[config.mk]
export PLATFORM = sky130hd
export DESIGN_NAME = fetch_unit
export DESIGN_NICKNAME = d
export VERILOG_FILES = /design/src/rtl/fetch_unit.sv
export SDC_FILE = /design/constraint.sdc
export NUM_CORES = 1
export LEC_CHECK = 0
export CAP_MARGIN = 20
export CORE_UTILIZATION = 51
export DETAILED_ROUTE_END_ITERATION = 8
export HOLD_SLACK_MARGIN = 0.1
export PLACE_DENSITY = 0.75
export SYNTH_ARGS = -nofsm -noshare
export SYNTH_HDL_FRONTEND = slang
export SYNTH_SLANG_ARGS = --single-unit
[constraint.sdc]
create_clock -name clock -period 3.15 [get_ports clock]
set_clock_uncertainty 0.05 [all_clocks]
set_input_delay 0.945 -clock clock [delete_from_list [all_inputs] [get_ports clock]]
set_output_delay 0.945 -clock clock [all_outputs]
set_load 0.005 [all_outputs]
[src/rtl/fetch_unit.sv]
// rtl/fetch_unit.sv - in-order instruction fetch with response queue and redirect flush
module fetch_unit #(
  parameter logic [31:0] RESET_PC = 32'h0000_0000,
  parameter int          DEPTH    = 4
) (
  input  logic        clock,
  input  logic        reset_n,
  input  logic        redirect_valid,
  input  logic [31:0] redirect_pc,
  output logic        imem_req_valid,
  output logic [31:0] imem_req_addr,
  input  logic        imem_req_ready,
  input  logic        imem_resp_valid,
  input  logic [31:0] imem_resp_data,
  output logic        instr_valid,
  output logic [31:0] instr_data,
  output logic [31:0] instr_pc,
  input  logic        instr_ready
);
  localparam int AW = $clog2(DEPTH);
  localparam int PW = AW + 1;
  localparam logic [PW:0] DEPTH_W = (PW+1)'(DEPTH);

  logic [31:0]    pc_q, pc_d;
  logic [PW-1:0]  alloc_ptr_q, alloc_ptr_d;
  logic [PW-1:0]  fill_ptr_q, fill_ptr_d;
  logic [PW-1:0]  read_ptr_q, read_ptr_d;
  logic [PW-1:0]  drop_cnt_q, drop_cnt_d;
  logic [DEPTH-1:0] filled_q, filled_d;
  logic [31:0]    entry_pc_q [DEPTH];
  logic [31:0]    entry_pc_d [DEPTH];
  logic [31:0]    entry_data_q [DEPTH];
  logic [31:0]    entry_data_d [DEPTH];

  logic [PW:0]    occ;
  logic [PW-1:0]  in_flight;
  logic [AW-1:0]  alloc_idx, fill_idx, head_idx;
  logic           outstanding, resp_take, req_fire, pop;

  assign alloc_idx = alloc_ptr_q[AW-1:0];
  assign fill_idx  = fill_ptr_q[AW-1:0];
  assign head_idx  = read_ptr_q[AW-1:0];

  // Slots in use include words still owed by memory for flushed requests
  assign in_flight   = alloc_ptr_q - fill_ptr_q;
  assign occ         = {1'b0, alloc_ptr_q - read_ptr_q} + {1'b0, drop_cnt_q};
  assign outstanding = (drop_cnt_q != '0) || (in_flight != '0);
  assign resp_take   = imem_resp_valid && outstanding;

  assign imem_req_valid = reset_n && !redirect_valid && (occ < DEPTH_W);
  assign imem_req_addr  = pc_q;
  assign req_fire       = imem_req_valid && imem_req_ready;

  assign instr_valid = reset_n && !redirect_valid && filled_q[head_idx];
  assign instr_data  = entry_data_q[head_idx];
  assign instr_pc    = entry_pc_q[head_idx];
  assign pop         = instr_valid && instr_ready;

  // Next-state: redirect flushes everything, otherwise request/response/pop apply independently
  always_comb begin
    pc_d         = pc_q;
    alloc_ptr_d  = alloc_ptr_q;
    fill_ptr_d   = fill_ptr_q;
    read_ptr_d   = read_ptr_q;
    drop_cnt_d   = drop_cnt_q;
    filled_d     = filled_q;
    entry_pc_d   = entry_pc_q;
    entry_data_d = entry_data_q;
    if (redirect_valid) begin
      pc_d        = redirect_pc;
      alloc_ptr_d = '0;
      fill_ptr_d  = '0;
      read_ptr_d  = '0;
      filled_d    = '0;
      // A response landing now is one of the owed words, so it needs no later drop
      drop_cnt_d  = drop_cnt_q + in_flight - {{(PW-1){1'b0}}, resp_take};
    end else begin
      if (req_fire) begin
        entry_pc_d[alloc_idx] = pc_q;
        filled_d[alloc_idx]   = 1'b0;
        alloc_ptr_d           = alloc_ptr_q + 1'b1;
        pc_d                  = pc_q + 32'd4;
      end
      if (resp_take) begin
        if (drop_cnt_q != '0) begin
          drop_cnt_d = drop_cnt_q - 1'b1;
        end else begin
          entry_data_d[fill_idx] = imem_resp_data;
          filled_d[fill_idx]     = 1'b1;
          fill_ptr_d             = fill_ptr_q + 1'b1;
        end
      end
      if (pop) begin
        filled_d[head_idx] = 1'b0;
        read_ptr_d         = read_ptr_q + 1'b1;
      end
    end
  end

  // State registers with asynchronous reset
  always_ff @(posedge clock or negedge reset_n) begin
    if (!reset_n) begin
      pc_q        <= RESET_PC;
      alloc_ptr_q <= '0;
      fill_ptr_q  <= '0;
      read_ptr_q  <= '0;
      drop_cnt_q  <= '0;
      filled_q    <= '0;
      for (int i = 0; i < DEPTH; i++) begin
        entry_pc_q[i]   <= '0;
        entry_data_q[i] <= '0;
      end
    end else begin
      pc_q         <= pc_d;
      alloc_ptr_q  <= alloc_ptr_d;
      fill_ptr_q   <= fill_ptr_d;
      read_ptr_q   <= read_ptr_d;
      drop_cnt_q   <= drop_cnt_d;
      filled_q     <= filled_d;
      entry_pc_q   <= entry_pc_d;
      entry_data_q <= entry_data_d;
    end
  end

endmodule

==> metrics.md, run 1 <==
| Metric | Value |
|---|---|
| Status | `finished with violations` |
| Failing checks | `negative setup slack` |
| Layout cells sized above 1 | `44.9%` |
| Htree depth | `2` |
| CTS Buffer Depth | `3` |
| CP startpoint | `alloc_ptr_q[0]` |
| Post-synth EDFFs | `0` |
| Pre-CTS setup slack | `-0.284 ns` |
| Part of the Yosys area used for sequential elements | `51.5%` |
| Buffers on Ports | `167` |
| Fillers | `1,781` |
| Final Setup Violations | `209` |
| Sw Share | `25.7%` |
| CTS Root Cell | `clkbuf_16` |
| YS warnings | `0` |
| Clk pwr share | `34.7%` |
| Max Slew Vio Count | `0` |
| P_leak | `9.35 nW` |
| Synth unique cells | `58` |
| Slowest CP cell | `fa_2` |
| Critical Path Sink | `imem_req_valid` |
| Effective utilization at floorplan | `52.5%` |
| Combinational share of power | `24.1%` |
| R2r endpoint | `entry_pc_q[69]` |
| DP HPWL | `20.6 mm` |
| Die width | `172 um` |
| Setup TNS | `-35.30 ns` |
| Largest family of logic cells by synthesized area | `multiplexers` |
| Clock sink count | `304` |
| Dpl cells | `1,507` |
| Final Cycle Share | `113%` |
| CTS tree | `yes` |
| Finished Layout Cells | `1,619` |
| Core Util, Final | `70.0%` |
| Global-route wire length before repair | `56.2 mm` |
| CP Capture Type | `output pin` |
| Initial antenna violation count | `2` |
| Gr usage total | `24.9%` |
| Die ar. | `29,700 um^2` |
| Slew Limit Headroom | `45.2%` |
| CTS Hold Bufs | `0` |
| Reg-to-reg setup timing slack | `-0.26 ns` |
| Gpl congestion | `0.781` |
| Critical path type | `reg2out` |
| Worst-path clk slew | `0.06 ns` |
| HP Class | `reg2reg` |
| Simple-gate portion of the synthesized area | `5.59%` |
| HP Start | `entry_pc_q[9]` |
| Design Power | `0.0119 W` |
| Synth Area in XOR/XNOR | `1.18%` |
| Adder-cell area share of the yosys netlist | `2.27%` |
| Crit-path max cell delay | `0.55 ns` |
| Reg2Reg Launch Point | `alloc_ptr_q[0]` |
| Fin crit period | `3.55 ns` |
| Internal power | `0.00880 W` |
| Cell area after technology mapping | `14,800 um^2` |
| Max FO, Critical Path | `2` |
| Max VDD drop | `448 uV` |
| Worst path arrival time | `2.55 ns` |
| Yosys reg bits | `304` |
| Hold Vio Cnt, Final | `0` |
| Post-route setup slack | `-0.396 ns` |
| Switching pwr | `0.00305 W` |
| Core area | `28,200 um^2` |
| Vias in the first global route | `9,630` |
| Via density | `5.83` |
| Most used DFF post-synth | `dfrtp_1` |
| Post-synth net total | `1,067` |
| CTS buffer count | `35` |
| Io pins | `168` |
| Pwr Density | `602 nW/um^2` |
| GR Overflow Total | `0` |
| WL/cell | `23.1 um` |
| Num rows | `61` |
| Reg2Reg Depth | `16` |
| Ys async rst share | `100%` |
| Mean area per synthesized cell | `15.2 um^2` |
| Fmax | `282 MHz` |
| Worst-Skew Late Latency | `0.51 ns` |
| Max_cap viols | `0` |
| Sequential share of power | `41.3%` |
| CP required | `2.15 ns` |
| Post-DRT Antenna Nets | `0` |
| Compound-Gate Fraction of Synth Area | `3.45%` |
| Area growth from synthesis to layout | `33.4%` |
| Pin count of the biggest net entering global routing | `128` |
| Initial DRC count | `674` |
| Detailed-route wire length | `37.4 mm` |
| RSZ-0062 raised after global routing | `true` |
| Via count | `9,434` |
| Mux contribution to synthesized area | `32.4%` |
| # DRC | `0` |
| Crit path launch type | `flop` |
| Chip Height | `172 um` |
| Worst path cell trace | `inv_2, ha_4, inv_2, fa_2, ha_4, nand3b_1, nand2_1, nor4_2, buf_2` |
| Mapped Cells | `972` |
| Final net count | `1,311` |
| Slew @ Worst Pin | `0.822 ns` |
| DRT Pass-1 Iters | `4` |
-- state kept, by name, indices dropped and copies added (netlist names) --
| register | count |
|---|---|
| read_ptr_q | 3 |
| imem_req_addr | 32 |
| fill_ptr_q | 3 |
| entry_data_q | 128 |
| filled_q | 4 |
| entry_pc_q | 128 |
| drop_cnt_q | 3 |
| alloc_ptr_q | 3 |
-- worst max-delay path: cells and delay by family (launching register included) --
| kind | cells | cell delay [ns] |
|---|---|---|
| adders and majority gates | 3 | 0.90 |
| buffers and inverters | 3 | 0.32 |
| DFF | 1 | 0.39 |
| and+or+nand+nor | 3 | 0.43 |
-- power by group through the flow --
stage	clock (W)	sequential (W)	combinational, W
floorplan	0	0.00475	0.00144
global route	0.00433	0.00496	0.00307
global placement	0	0.00488	0.00253
CTS	0.00416	0.00486	0.00273
finish	0.00411	0.00489	0.00285
detailed placement	0	0.00490	0.00258
-- worst min-delay path by stage --
stage	to	slack, ns	cells past startpoint
after global placement	entry_pc_q[19]	0.41	2
after detailed placement	entry_pc_q[19]	0.42	2
final	entry_pc_q[9]	0.45	1
after floorplan	entry_pc_q[51]	0.39	2
after global routing	entry_data_q[14]	0.46	1
after CTS	entry_pc_q[51]	0.43	2
-- through the flow --
stage          cell area, um^2  hold WS (ns)
4_1_cts                  19200         0.432
3_5_place_dp             17100         0.416
6_report                 19700         0.450
5_1_grt                  19700         0.462
2_1_floorplan            14800         0.395
3_3_place_gp             17100         0.408
-- timing repair --
| action | CTS | global route |
|---|---|---|
| cloned | 16 | 4 |
| endpoints found under the hold margin | 0 | 0 |
| pin swaps | 9 | 34 |
| resized for setup | 117 | 103 |
| setup endpoints to repair | 208 | 224 |
| setup buffers | 18 | 18 |
-- cell families after synthesis --
| logic type | after synthesis |
|---|---|
| flops | 304 |
| fa+ha+maj | 25 |
| compound gates | 74 |
| mux | 324 |
| xor+xnor | 18 |
| simple gates | 146 |
| buf+inv | 81 |
-- per-layer routing --
metal	up-vias	wire [um]	GRT usage (%)
li1	4084	-	-
met2	304	17700	38.7
met1	4987	16700	35.5
met4	0	997	8.23
met5	-	0	0
met3	59	2000	4.60
-- cells in the mapped netlist (4+ instances only) --
library cell  number  area [um^2]
a21oi_1            9         45.0
nand2_1           54          203
nand3_1           21          105
nand2_4            5         56.3
inv_1             18         67.6
mux2i_1            6         60.1
nand4_1           11         68.8
dfrtp_1          304         7610
mux2_4           111         1670
nand3_4            4         70.1
buf_2             17         85.1
o211ai_1           8         60.1
a211oi_1           5         37.5
mux2_2            99         1110
and3_1             9         56.3
nor2_1            21         78.8
mux4_2            65         1460
o21ai_0           23          115
xnor2_1            6         52.6
mux2_1            43          484
xor2_1            11         96.3
buf_6             27          304
ha_1              22          275
clkbuf_1          15         56.3
o311ai_0           7         61.3
-- cell usage in the layout, fill, tap and decap left out, types with 8 or more instances in the layout --
| cell type | count |
|---|---|
| ha_1 | 19 |
| mux4_2 | 65 |
| dfrtp_1 | 302 |
| clkbuf_8 | 8 |
| nand2_1 | 46 |
| buf_6 | 18 |
| buf_4 | 38 |
| nor2_1 | 15 |
| o211ai_1 | 8 |
| nand3_1 | 16 |
| nand3_4 | 8 |
| clkbuf_1 | 8 |
| nand4_1 | 11 |
| inv_1 | 16 |
| dlygate4sd2_1 | 15 |
| xor2_1 | 10 |
| mux2_2 | 99 |
| o21ai_1 | 18 |
| clkdlybuf4s50_1 | 149 |
| clkbuf_16 | 40 |
| buf_12 | 27 |
| mux2_4 | 154 |
| buf_16 | 14 |
-- layout make-up --
type                    instances  area, um^2  share of cell area [%]
flip-flops and latches        304        7610                    38.6
diodes                          1        2.50                  0.0127
well taps                     378         473                    2.40
clock inverters                 8        96.3                   0.489
inverters                      18        67.6                   0.343
repair buffers                269        3170                    16.1
multi-input cells             588        7220                    36.6
clock buffers                  53        1070                    5.41
Power figures use the tool's default switching activity.
==> inputs of run 2 (changes only) <==
Settings changed: CORE_ASPECT_RATIO set to 1.5, CORE_MARGIN set to 2, MAX_ROUTING_LAYER set to met4.
==> run 2 against run 1 <==
  * The run still ends with negative setup slack left
  * Via count increased by 3.2%
  * Setup slack got worse by 0.27 ns
  * Power decreased by 3.0%
  * Combinational power decreased by 1%
  * Highest routed layer unchanged
  * Sequential cell count unchanged
  * Critical path depth unchanged
  * Clock power decreased by 8.3%
  * Non-clock buffer count increased by 40
  * Fmax decreased by 7.1%
  * Final cell count increased by 2.8%
  * Largest cell class unchanged
  * Die area increased by 2.4%
  * Utilization decreased by 0.47 points
==> metrics.md, run 2 (synthesis results as in run 1) <==
| Metric | Value |
|---|---|
| WL/cell | `24.2 um` |
| Num rows | `76` |
| Hold Vio Cnt, Final | `0` |
| Die width | `143 um` |
| Max FO, Critical Path | `2` |
| CP startpoint | `read_ptr_q[0]` |
| Pin count of the biggest net entering global routing | `155` |
| Global-route wire length before repair | `58.0 mm` |
| Most frequent cells in the layout | `dfrtp_1, mux2_4, clkdlybuf4s50_1, mux2_2, mux4_2` |
| Via count | `9,739` |
| CTS Hold Bufs | `0` |
| Final net count | `1,346` |
| Vias in the first global route | `10,300` |
| Chip Height | `212 um` |
| Io pins | `168` |
| Layout cells sized above 1 | `51.8%` |
| Crit-path most repeated cell | `ha_4` |
| Crit path launch type | `flop` |
| Die ar. | `30,400 um^2` |
| Crit-path max cell delay | `0.50 ns` |
| Area growth from synthesis to layout | `34.6%` |
| Register Area | `7610 um^2` |
| Detailed-route wire length | `40.3 mm` |
| Worst-path clk slew | `0.07 ns` |
| RSZ-0062 raised after global routing | `true` |
| CP Capture Type | `output pin` |
| Slew Limit Headroom | `35.2%` |
| Buffers on Ports | `167` |
| Most common cell after layout, fill and taps aside | `dfrtp_1` |
| CTS Root Cell | `clkbuf_16` |
| Clock sink count | `304` |
| Effective utilization at floorplan | `51.6%` |
| Post-DRT Antenna Nets | `0` |
| Htree depth | `1` |
| Hold slack final | `0.446 ns` |
| Worst path cell trace | `ha_4, inv_2, fa_2, ha_4, nand3b_1, nand2_2, nor4_4, buf_4, buf_6` |
| Reg2Reg Depth | `17` |
| Worst-Skew Late Latency | `0.57 ns` |
| P_leak | `9.64 nW` |
| Failing checks | `negative setup slack` |
| Dpl cells | `1,522` |
| HP Class | `reg2reg` |
| DRT Pass-1 Iters | `5` |
| Multi-input gate area | `7280 um^2` |
| Gpl congestion | `0.808` |
| # DRC | `0` |
| Reg-to-reg setup timing slack | `-0.50 ns` |
| CP required | `2.15 ns` |
| Status | `finished with violations` |
| Reg2Reg Launch Point | `alloc_ptr_q[0]` |
| Post-route setup slack | `-0.668 ns` |
| Finished Layout Cells | `1,664` |
| Initial DRC count | `619` |
| Critical path type | `reg2out` |
| CTS Buffer Depth | `3` |
| Fin crit period | `3.82 ns` |
| DP HPWL | `21.2 mm` |
| Final Cycle Share | `121%` |
| Max Slew Vio Count | `0` |
| Max VDD drop | `442 uV` |
| Critical Path Sink | `imem_req_valid` |
| Gr usage total | `25.5%` |
| Fillers | `1,791` |
| Core area | `28,600 um^2` |
| Pwr Density | `578 nW/um^2` |
| Slew @ Worst Pin | `0.972 ns` |
| Worst path arrival time | `2.82 ns` |
| R2r endpoint | `imem_req_addr[25]` |
| Initial antenna violation count | `2` |
| Slowest CP cell | `dfrtp_4` |
| Fmax | `262 MHz` |
| Final Setup Violations | `220` |
| GR Overflow Total | `0` |
| Max_cap viols | `0` |
| CTS buffer count | `30` |
| Via density | `5.85` |
| CTS tree | `yes` |
-- run 2: cell count changes in the layout (fill, tap and decap cells not counted), sizes merged --
cell	before	now
clkbuf	56	58
bufinv	2	3
clkdlybuf4s15	0	1
inv	19	18
clkdlybuf4s50	149	99
clkinvlp	1	0
diode	1	2
buf	102	197
dlygate4sd2	15	0
-- run 2: repair_timing --
item	CTS	global route
setup endpoints to repair	207	226
pin swaps	17	47
resized for setup	374	154
buffers inserted	63	38
cloned	11	8
-- run 2: metrics by stage --
step                      setup TNS [ns]  instance area, um^2  util (%)  power (W)  setup WS [ns]
after floorplan                  -0.0271                14800         -    0.00619        -0.0271
after global placement             -9.27                17200      59.9    0.00744         -0.324
after detailed placement          -21.79                17200      59.9    0.00751         -0.431
after CTS                         -43.32                19100      66.6     0.0112         -0.490
after global routing              -83.88                19900      69.5     0.0120         -0.678
final                             -71.59                19900      69.5     0.0115         -0.668
-- run 2: final cells by class --
class | count | share of cell area [%]
Sequential cell | 304 | 38.3
Multi-Input combinational cell | 588 | 36.6
Timing Repair Buffer | 309 | 17.1
Clock buffer | 46 | 4.63
Tap cell | 390 | 2.45
Clock inverter | 7 | 0.553
Inverter | 18 | 0.340
Antenna cell | 2 | 0.0252
-- run 2: worst min-delay path by stage --
stage | depth (start not counted) | start | endpoint | slack (ns)
floorplan | 2 | entry_pc_q[51] | entry_pc_q[51] | 0.39
global placement | 2 | entry_pc_q[51] | entry_pc_q[51] | 0.41
detailed placement | 2 | entry_pc_q[19] | entry_pc_q[19] | 0.42
CTS | 2 | entry_pc_q[19] | entry_pc_q[19] | 0.44
global route | 1 | entry_data_q[63] | entry_data_q[63] | 0.46
finish | 2 | entry_pc_q[120] | entry_pc_q[120] | 0.45
-- run 2: routing by layer --
layer  vias up  part of all wire, %  GRT usage, %
met5         -                    0             -
met2       418                   53          43.0
met1      5047                   37          30.3
met4         0                  5.0          12.2
met3       131                  4.9          3.33
li1       4143                    -             -
-- run 2: critical path, delay by kind of cell (launching register included) --
family,cells,cell delay [ns]
DFF,1,0.50
buffers and inverters,3,0.35
adders and majority gates,3,0.89
and+or+nand+nor,3,0.53
-- run 2: power by group --
part	leakage (nW)	internal (W)	switching [W]
registers	4.10	0.00445	0.000478
logic	5.03	0.00174	0.00108
clock network	0.512	0.00224	0.00153
==> inputs of run 3 (changes only) <==
Settings changed: PLACE_DENSITY 0.75 to unset, PLACE_DENSITY_LB_ADDON set to 0.25.
==> run 3 against run 2 <==
  * The flow still finishes with violations (negative setup slack)
  * Global-route usage up 0.62 points
  * Setup slack better by 0.18 ns
  * Combinational power down 2%
  * Largest cell class unchanged
  * Critical path depth unchanged
==> metrics.md, run 3 (synthesis results as in run 1) <==
| Metric | Value |
|---|---|
| RSZ-0062 raised after global routing | `true` |
| Via count | `9,707` |
| Vias in the first global route | `10,300` |
| DP HPWL | `20.9 mm` |
| Critical path type | `reg2out` |
| Crit-path max cell delay | `0.39 ns` |
| Max_cap viols | `0` |
| Slew @ Worst Pin | `0.901 ns` |
| Worst-Skew Late Latency | `0.57 ns` |
| Htree depth | `1` |
| Gr usage total | `26.1%` |
| Pwr Density | `564 nW/um^2` |
| Slowest CP cell | `dfrtp_1` |
| CTS Buffer Depth | `3` |
| CP startpoint | `alloc_ptr_q[0]` |
| Gpl congestion | `0.833` |
| Slew Limit Headroom | `39.9%` |
| Core Util, Final | `69.9%` |
| Num rows | `76` |
| Crit path launch type | `flop` |
| Post-DRT Antenna Nets | `0` |
| Failing checks | `negative setup slack` |
| CP required | `2.15 ns` |
| Worst path arrival time | `2.64 ns` |
| # DRC | `0` |
| Buffers on Ports | `167` |
| GR Overflow Total | `0` |
| Final Cycle Share | `115%` |
| Effective utilization at floorplan | `51.6%` |
| HP Class | `in2async` |
| Hold Vio Cnt, Final | `0` |
| Io pins | `168` |
| Max VDD drop | `529 uV` |
| Final net count | `1,345` |
| Die ar. | `30,400 um^2` |
| Detailed-route wire length | `40.4 mm` |
| Via density | `5.85` |
| Most common cell after layout, fill and taps aside | `dfrtp_1` |
| Chip Height | `212 um` |
| Die width | `143 um` |
| Fmax | `275 MHz` |
| Core area | `28,600 um^2` |
| Area growth from synthesis to layout | `35.5%` |
| CP Capture Type | `output pin` |
| DRT Pass-1 Iters | `5` |
| Clock sink count | `304` |
| Most frequent cells in the layout | `dfrtp_1, mux2_4, clkdlybuf4s50_1, mux2_2, mux4_2` |
| CTS tree | `yes` |
| Max FO, Critical Path | `2` |
| Global-route wire length before repair | `59.2 mm` |
| Initial antenna violation count | `0` |
| Worst path cell trace | `inv_2, ha_4, inv_2, fa_2, xor2_2, xnor2_2, ha_4, nor4_4, buf_2` |
| DP Area | `17,100 um^2` |
| Fin crit period | `3.63 ns` |
| CTS Root Cell | `clkbuf_16` |
| CTS buffer count | `31` |
| Final Setup Violations | `231` |
| # diodes | `0` |
| Max Slew Vio Count | `0` |
| Initial DRC count | `461` |
| P_leak | `9.64 nW` |
| WL/cell | `24.4 um` |
| Design area | `20,000 um^2` |
| Reg2Reg Launch Point | `alloc_ptr_q[0]` |
| Post-route setup slack | `-0.484 ns` |
| Pin count of the biggest net entering global routing | `155` |
| Fillers | `1,845` |
| Worst-path clk slew | `0.06 ns` |
| Layout cells sized above 1 | `52.5%` |
| Status | `finished with violations` |
## run 3: final timing paths
kind | endpoint | slack, ns | cells after the start
max in group asynchronous | read_ptr_q[0] | 1.34 | 3
max reg2reg | entry_pc_q[31] | -0.40 | 16
min | entry_data_q[41] | 0.37 | 2
min in group clock | entry_data_q[51] | 0.45 | 1
min reg2reg | entry_data_q[51] | 0.45 | 1
max | imem_req_valid | -0.48 | 9
## run 3: layer usage
metal	vias to the layer above	routed length, um	global-route usage (%)
met2	359	20700	44.2
met1	5089	16100	32.2
li1	4142	-	-
met4	0	1640	9.05
met5	-	0	-
met3	117	2060	3.56
## run 3: report_power, final
part | switching [W] | total, W | internal [W]
Clock | 0.00152 | 0.00366 | 0.00214
Combinational | 0.00105 | 0.00275 | 0.00169
Sequential | 0.000443 | 0.00489 | 0.00445
## run 3: timing repair
action | in CTS | in global routing
gates resized for setup | 245 | 207
gates cloned | 24 | 9
hold buffers | 0 | 0
endpoints found under the setup margin | 212 | 232
buffers inserted | 33 | 39
pin swaps | 37 | 53
## run 3: layout make-up
type	instances	area, um^2	share of cell area (%)
sequential	304	7610	38.0
multi-input combinational	588	7300	36.5
timing repair buffer	307	3560	17.8
clock buffer	46	912	4.56
tap	390	488	2.44
clock inverter	6	83.8	0.419
inverter	18	67.6	0.337
## run 3: metrics by stage
stage          setup TNS [ns]  worst slack, ns  std cells  total power, W  hold WS (ns)
2_1_floorplan         -0.0271          -0.0271        972         0.00619         0.395
3_3_place_gp            -3.80           -0.243       1519         0.00744         0.406
3_5_place_dp           -11.01           -0.302       1519         0.00749         0.419
4_1_cts                -51.41           -0.414       1624          0.0113         0.397
5_1_grt                -77.85           -0.579       1659          0.0118         0.399
6_report               -59.30           -0.484       1659          0.0113         0.370
## run 3: critical path: cells and delay by family, from the launching register on
kind,cells,cell delay (ns)
adder cells (fa/ha/maj),3,0.73
AND/OR/NAND/NOR,1,0.22
flip-flops,1,0.39
buffers and inverters,3,0.33
XOR/XNOR,2,0.42
